**src/rtl/if_id_ctrl.sv**
```systemverilog
// IF/ID pipeline register with decode-side redirect and hazard control.
// Drives fetch redirects/stalls, ID/EX bubble insertion and saturating event counters.
module if_id_ctrl #(
  parameter int unsigned WIDTH = 32,
  parameter int unsigned CNT_W = 16
) (
  input  logic             clk,
  input  logic             rst,
  input  logic [WIDTH-1:0] instr_f,
  input  logic [WIDTH-1:0] pc_fetch_f,
  input  logic [WIDTH-1:0] rd1_d,
  input  logic [WIDTH-1:0] rd2_d,
  input  logic             memread_e,
  input  logic             regwrite_e,
  input  logic [4:0]       writereg_e,
  input  logic             memread_m,
  input  logic [4:0]       writereg_m,
  output logic [WIDTH-1:0] instr_d,
  output logic [WIDTH-1:0] pc_plus4_d,
  output logic             valid_d,
  output logic             pcsrc,
  output logic             jump,
  output logic [WIDTH-1:0] pc_branch,
  output logic [WIDTH-1:0] pc_jump,
  output logic             stall_pc,
  output logic             stall_d,
  output logic             flush_decode,
  output logic             flush_e,
  output logic [CNT_W-1:0] stall_cnt,
  output logic [CNT_W-1:0] flush_cnt
);

  localparam logic [5:0] OP_J   = 6'h02;
  localparam logic [5:0] OP_JAL = 6'h03;
  localparam logic [5:0] OP_BEQ = 6'h04;
  localparam logic [5:0] OP_BNE = 6'h05;
  localparam logic [5:0] OP_LW  = 6'h23;
  localparam logic [WIDTH-1:0] LOW28_MASK = WIDTH'(28'hFFF_FFFF);

  logic [WIDTH-1:0] instr_d_q, instr_d_d;
  logic [WIDTH-1:0] pc_plus4_d_q, pc_plus4_d_d;
  logic             valid_d_q, valid_d_d;
  logic [CNT_W-1:0] stall_cnt_q, stall_cnt_d;
  logic [CNT_W-1:0] flush_cnt_q, flush_cnt_d;

  logic [5:0]       op;
  logic [4:0]       rs, rt;
  logic             is_beq, is_bne, is_jmp, reads_rt;
  logic             hit_e_rs, hit_e_rt, hit_m_rs, hit_m_rt;
  logic             lwstall, brstall, stall, redirect_br, redirect_j;
  logic [WIDTH-1:0] br_off;

  always_comb begin
    op       = instr_d_q[31:26];
    rs       = instr_d_q[25:21];
    rt       = instr_d_q[20:16];
    is_beq   = (op == OP_BEQ);
    is_bne   = (op == OP_BNE);
    is_jmp   = (op == OP_J) || (op == OP_JAL);
    reads_rt = (op != OP_LW);

    hit_e_rs = (writereg_e != 5'd0) && (writereg_e == rs);
    hit_e_rt = (writereg_e != 5'd0) && (writereg_e == rt);
    hit_m_rs = (writereg_m != 5'd0) && (writereg_m == rs);
    hit_m_rt = (writereg_m != 5'd0) && (writereg_m == rt);

    lwstall = valid_d_q && memread_e && (hit_e_rs || (reads_rt && hit_e_rt));
    brstall = (is_beq || is_bne) && valid_d_q &&
              ((regwrite_e && (hit_e_rs || hit_e_rt)) ||
               (memread_m  && (hit_m_rs || hit_m_rt)));
    stall   = lwstall || brstall;

    redirect_br = valid_d_q && !stall &&
                  ((is_beq && (rd1_d == rd2_d)) || (is_bne && (rd1_d != rd2_d)));
    redirect_j  = valid_d_q && !stall && is_jmp;

    br_off = {{(WIDTH-18){instr_d_q[15]}}, instr_d_q[15:0], 2'b00};
  end

  always_comb begin
    instr_d_d    = instr_f;
    pc_plus4_d_d = pc_fetch_f;
    valid_d_d    = 1'b1;
    if (stall) begin
      instr_d_d    = instr_d_q;
      pc_plus4_d_d = pc_plus4_d_q;
      valid_d_d    = valid_d_q;
    end else if (redirect_br || redirect_j) begin
      instr_d_d    = '0;
      pc_plus4_d_d = pc_fetch_f;
      valid_d_d    = 1'b0;
    end

    stall_cnt_d = stall_cnt_q;
    if (stall && (stall_cnt_q != '1)) stall_cnt_d = stall_cnt_q + 1'b1;
    flush_cnt_d = flush_cnt_q;
    if ((redirect_br || redirect_j) && (flush_cnt_q != '1)) flush_cnt_d = flush_cnt_q + 1'b1;
  end

  always_ff @(posedge clk or negedge rst) begin
    if (!rst) begin
      instr_d_q    <= '0;
      pc_plus4_d_q <= '0;
      valid_d_q    <= 1'b0;
      stall_cnt_q  <= '0;
      flush_cnt_q  <= '0;
    end else begin
      instr_d_q    <= instr_d_d;
      pc_plus4_d_q <= pc_plus4_d_d;
      valid_d_q    <= valid_d_d;
      stall_cnt_q  <= stall_cnt_d;
      flush_cnt_q  <= flush_cnt_d;
    end
  end

  always_comb begin
    instr_d      = instr_d_q;
    pc_plus4_d   = pc_plus4_d_q;
    valid_d      = valid_d_q;
    stall_cnt    = stall_cnt_q;
    flush_cnt    = flush_cnt_q;
    stall_pc     = stall;
    stall_d      = stall;
    flush_e      = stall;
    pcsrc        = redirect_br;
    jump         = redirect_j;
    flush_decode = redirect_br || redirect_j;
    pc_branch    = pc_plus4_d_q + br_off;
    // Upper PC bits come from PC+4; low 28 bits from the word-aligned jump index.
    pc_jump      = (pc_plus4_d_q & ~LOW28_MASK) | WIDTH'({instr_d_q[25:0], 2'b00});
  end

endmodule

```
**config.mk**
```make
export PLATFORM = sky130hd
export DESIGN_NAME = if_id_ctrl
export DESIGN_NICKNAME = d
export VERILOG_FILES = /design/src/rtl/if_id_ctrl.sv
export SDC_FILE = /design/constraint.sdc
export NUM_CORES = 1
export LEC_CHECK = 0
export ABC_AREA = 1
export BUFFER_PORTS_ARGS = -buffer_cell sky130_fd_sc_hd__buf_2
export CAP_MARGIN = 20
export CORE_MARGIN = 2
export CORE_UTILIZATION = 40
export DETAILED_ROUTE_END_ITERATION = 16
export GPL_TIMING_DRIVEN = 0
export PLACE_DENSITY = 0.68
export SLEW_MARGIN = 25
export SYNTH_ARGS = -nofsm -noshare
export SYNTH_HDL_FRONTEND = slang
export SYNTH_SLANG_ARGS = --single-unit
```
**constraint.sdc**
```tcl
create_clock -name clk -period 3.2 [get_ports clk]
set_clock_uncertainty 0.1 [all_clocks]
set_input_delay 0.48 -clock clk [delete_from_list [all_inputs] [get_ports clk]]
set_output_delay 0.48 -clock clk [all_outputs]
set_load 0.005 [all_outputs]
```
# == After elaboration in Yosys (flattened, before gate mapping) ==
# Cells that the tools add are included.
# op_classes
add_sub_neg,3
eq_ne,13
n_mux,2
bitwise_logic,1
reduce_logical,30
# ops
op,count
$add A16 B1 Y16 const B,2
$add A32 B32 Y32,1
$eq A32 B32 Y1,1
$mux W32,1
$ne A16 B16 Y1 const B,2
$ne A32 B32 Y1,1
$or A32 B28 Y32,1
$eq A5 B5 Y1,4
$logic_and A1 B1 Y1,18
$eq A6 B2 Y1 const B,2
$eq A6 B3 Y1 const B,2
$reduce_bool A5 Y1,2
$logic_or A1 B1 Y1,9
$ne A6 B6 Y1 const B,1
$logic_not A1 Y1,1
$mux W1,1
# word_totals
regBits,97
out_inout_bits,167

# == Logic depth before layout (Yosys ltp) ==
# depth
word_depth,12
ltp_mapped,16

# == Least setup slack after synthesis ==
# Ideal clock, no wire load.
# synth_timing
path_type,reg2out
start,reg instr_d_q[15] (netlist: instr_d[15])
end,out pc_branch[28]
arrival_ns,1.938
t_required_ns,2.620
slack_ns,0.682
stages_incl_launch_ff,13
cell_sequence,dfrtp_1 -> ha_1 -> a21oi_1 -> o21ai_0 -> inv_1 -> nor2_1 -> nor2_1 -> nand3_1 -> a21o_1 -> nand2_1 -> nand2_1 -> nand2_1 -> nand2_1
# synth_between
elab_chain_cells,1
# synth_rtl
item,line_no,rtl
from (decl),40,"logic [WIDTH-1:0] instr_d_q, instr_d_d;"
from (signal assigned),108,instr_d_q <= instr_d_d;
$add A32 B32 Y32,128,pc_branch = pc_plus4_d_q + br_off;
to (decl),23,"output logic [WIDTH-1:0] pc_branch,"
# No other way between the ends.

# == Final worst setup path ==
# layout_timing
start,reg instr_d_q[15] (netlist: instr_d[15])
end,out pc_branch[30]
# Same word-level chain as after synthesis.

==> results by group <==
Outcome
  • Status: completed

Yosys
  • Synth area leaders: dfrtp_1 35%, nand2_1 19%, xnor2_1 7.1%
  • Netlist Area Pre-Place: 7018 sq um
  • Distinct cells, synth: 38
  • Largest area contributor in the netlist: dfrtp_1
  • Syn Area/Cell: 7.280 sq um
  • Post-Synthesis Cells: 964
  • Top cell type's share of synthesized area: 34.59%
  • Seq cells post-synth: 97
  • Main flop type after synthesis: dfrtp_1
  • Seq/Total Area, Yosys: 34.59%
  • Yosys warning total: 0
  • EDFF count, synth: 0
  • Asr flop ratio synth: 100.0%

Setup path
  • CP arrival: 2.52 ns
  • Reg2reg start: instr_d[22]
  • CP max stage delay: 0.54 ns
  • Family with the most delay on the worst path: compound AO/OA/AOI/OAI gates
  • R2R Setup Slk: 1.03 ns
  • Worst Reg-to-Reg Cells: 12
  • Critical path data required time: 2.62 ns
  • CP cell instances: buf_4 > ha_1 > a21oi_1 > nor2_1 > o21ai_0 > nand2_1 > a31oi_1 > xor2_1 > buf_2
  • Worst Setup Start Kind: flop
  • Setup Crit Path Kind: reg2out
  • Worst Path Buf+Inv: 2
  • Crit path max fanout: 9
  • Reg2reg end: pc_plus4_d[11]
  • Slowest CP cell: dfrtp_4
  • Crit. End Element: output pin

Final layout
  • Commonest non-fill, non-tap cell in the layout: nand2_1
  • Fin nets: 1464
  • Fill count: 1774
  • Most frequent cells in the layout: 344 x nand2_1, 316 x buf_2, 95 x dfrtp_1
  • Core Util, Final: 54.17%
  • Share of layout cells above drive strength 1: 32.87%
  • Synth-to-layout area growth: 33.05%

STA
  • RSZ-0062 raised after global routing: yes
  • Fmax: 323.1 MHz
  • Fin crit share: 96.73%
  • Hold_ws: 0.2194 ns
  • Final TNS setup: 0 ns
  • Slew Limit Fails: 0
  • Period minus WS final: 3.095 ns
  • Worst setup margin: 0.1047 ns
  • Worst slew pin tran: 0.6163 ns
  • Relative slew slack: 58.60%
  • Final hold violation count: 0
  • Final setup violation count: 0

Global routing
  • Initial antenna violation count: 3
  • Global-route wire length before repair: 34480 microns
  • Largest net degree at the start of global routing: 50
  • Gr usage total: 23.68%
  • Vias in the first global route: 6762
  • Total gr overflow: 0

Power and ir drop
  • Leakage: 5.088 nW
  • Final Power: 4.378 mW
  • Maximum vdd drop: 0.0002730 V
  • Pwr dens: 468.8 nW/um^2

Die
  • DIE HEIGHT: 136.5 microns
  • I/O Pins: 310
  • Core region area: 17240 sq um
  • Row count: 48
  • Die Area: 18620 sq um
  • Die Width: 136.5 microns
  • Initial Util: 40.72%

Hold path
  • Worst Hold Path Cells: 3
  • Hold Startpoint: pc_fetch_f[5]
  • Hold Path Class: in2reg
  • WHS Endpoint: pc_plus4_d[5]

Clock tree
  • Max Root-Sink Buffers: 2
  • CTS clk-pin slew, worst paths: 0.07 ns
  • Latest clock arrival within the worst-skew pair: 0.35 ns
  • Htree depth: 3
  • CTS Root Cell: clkbuf_16
  • CTS Buf Count: 9
  • CTS tree: done
  • # clock sinks: 97

Drt
  • Post-detailed-route wirelength per cell: 14.66 microns
  • DRT iter0 DRCs: 326
  • TritonRoute pass-1 iters: 5
  • Vias: 7315
  • DR DRC count: 0
  • Drt via density: 4.809
  • DRT Wirelength: 22300 microns
  • Post-route ant nets: 0

Run
  • # Max-Cap Violations: 0

Placement
  • Post-DP HPWL: 17700 microns
  • GPL Wtd Cong: 0.8818
  • PortBufs: 307
  • Dpl ws: 0.06387 ns
-- Yosys cell counts (all sizes together) (2+ instances only) --
library cell  count
a21o              3
a21oi            29
a31oi             6
buf              55
clkbuf            2
dfrtp            97
ha               31
inv              71
nand2           356
nand3            73
nand3b            2
nand4            12
nor2             77
nor3             13
nor4              5
o21ai            20
o21bai            3
or2               2
xnor2            57
xor2             41
-- registers in the layout, summed over array words and instances, names as in the netlist --
register    flops
flush_cnt      16
pc_plus4_d     32
stall_cnt      16
valid_d         1
instr_d        32
-- final cells by class --
class	instances	area (sq um)	area share (%)
Antenna cell	3	7.507	0.08040
Buffer	57	410.4	4.395
Clock buffer	10	239.0	2.559
Clock inverter	5	56.30	0.6030
Inverter	72	270.3	2.894
Multi-Input combinational cell	739	4030	43.16
Sequential cell	97	2432	26.05
Tap cell	225	281.5	3.015
Timing Repair Buffer	313	1610	17.25
-- worst min-delay path, delay by kind of cell --
family | cells | cell delay, ns
buf+inv | 1 | 0.07
simple gates | 2 | 0.08
-- how the worst max path moves through the flow --
stage | startpoint | endpoint | slack, ns | depth (start not counted)
3_3_place_gp | instr_d[15] | pc_branch[28] | 0.08 | 13
2_1_floorplan | instr_d[15] | pc_branch[28] | 0.68 | 12
6_report | instr_d[15] | pc_branch[30] | 0.10 | 9
4_1_cts | instr_d[0] | pc_branch[24] | 0.007 | 14
5_1_grt | instr_d[15] | pc_branch[31] | -0.04 | 11
3_5_place_dp | instr_d[15] | pc_branch[28] | 0.06 | 11
-- routing by layer --
metal  vias to the layer above  wire length (microns)  GRT usage, %
li1                       3684                      -             -
met1                      3388                  10260         32.30
met2                       222                  10470         39.28
met3                        21                   1255         4.288
met4                         0                    316         5.035
met5                         -                      0             0
-- what timing repair did --
action,in CTS,in global routing
hold endpoints to repair,47,0
setup endpoints to repair,15,15
pin swaps,0,3
setup buffers,3,1
cloned,0,0
hold buffers,1,0
resized for setup,7,26
-- cell families after synthesis --
kind of cell | synth area share [%]
adder cells (fa/ha/maj) | 5.812
XOR/XNOR | 12.23
AND/OR/NAND/NOR | 31.95
buffers and inverters | 9.699
AO/OA/AOI/OAI | 5.670
other | 0.05343
flip-flops | 34.59
-- where the power goes --
| group | total (mW) | switching, mW | internal (mW) |
|---|---|---|---|
| logic | 1.72 | 0.933 | 0.786 |
| clock network | 1.11 | 0.488 | 0.622 |
| registers | 1.55 | 0.186 | 1.36 |
| total | 4.38 | 1.61 | 2.77 |
-- stage by stage --
| stage | instances | area [sq um] |
|---|---|---|
| after detailed placement | 1498 | 8874 |
| final | 1521 | 9338 |
| after global routing | 1519 | 9333 |
| after global placement | 1497 | 8840 |
| after CTS | 1517 | 9215 |
| after floorplan | 965 | 7022 |
Power figures use the tool's default switching activity.
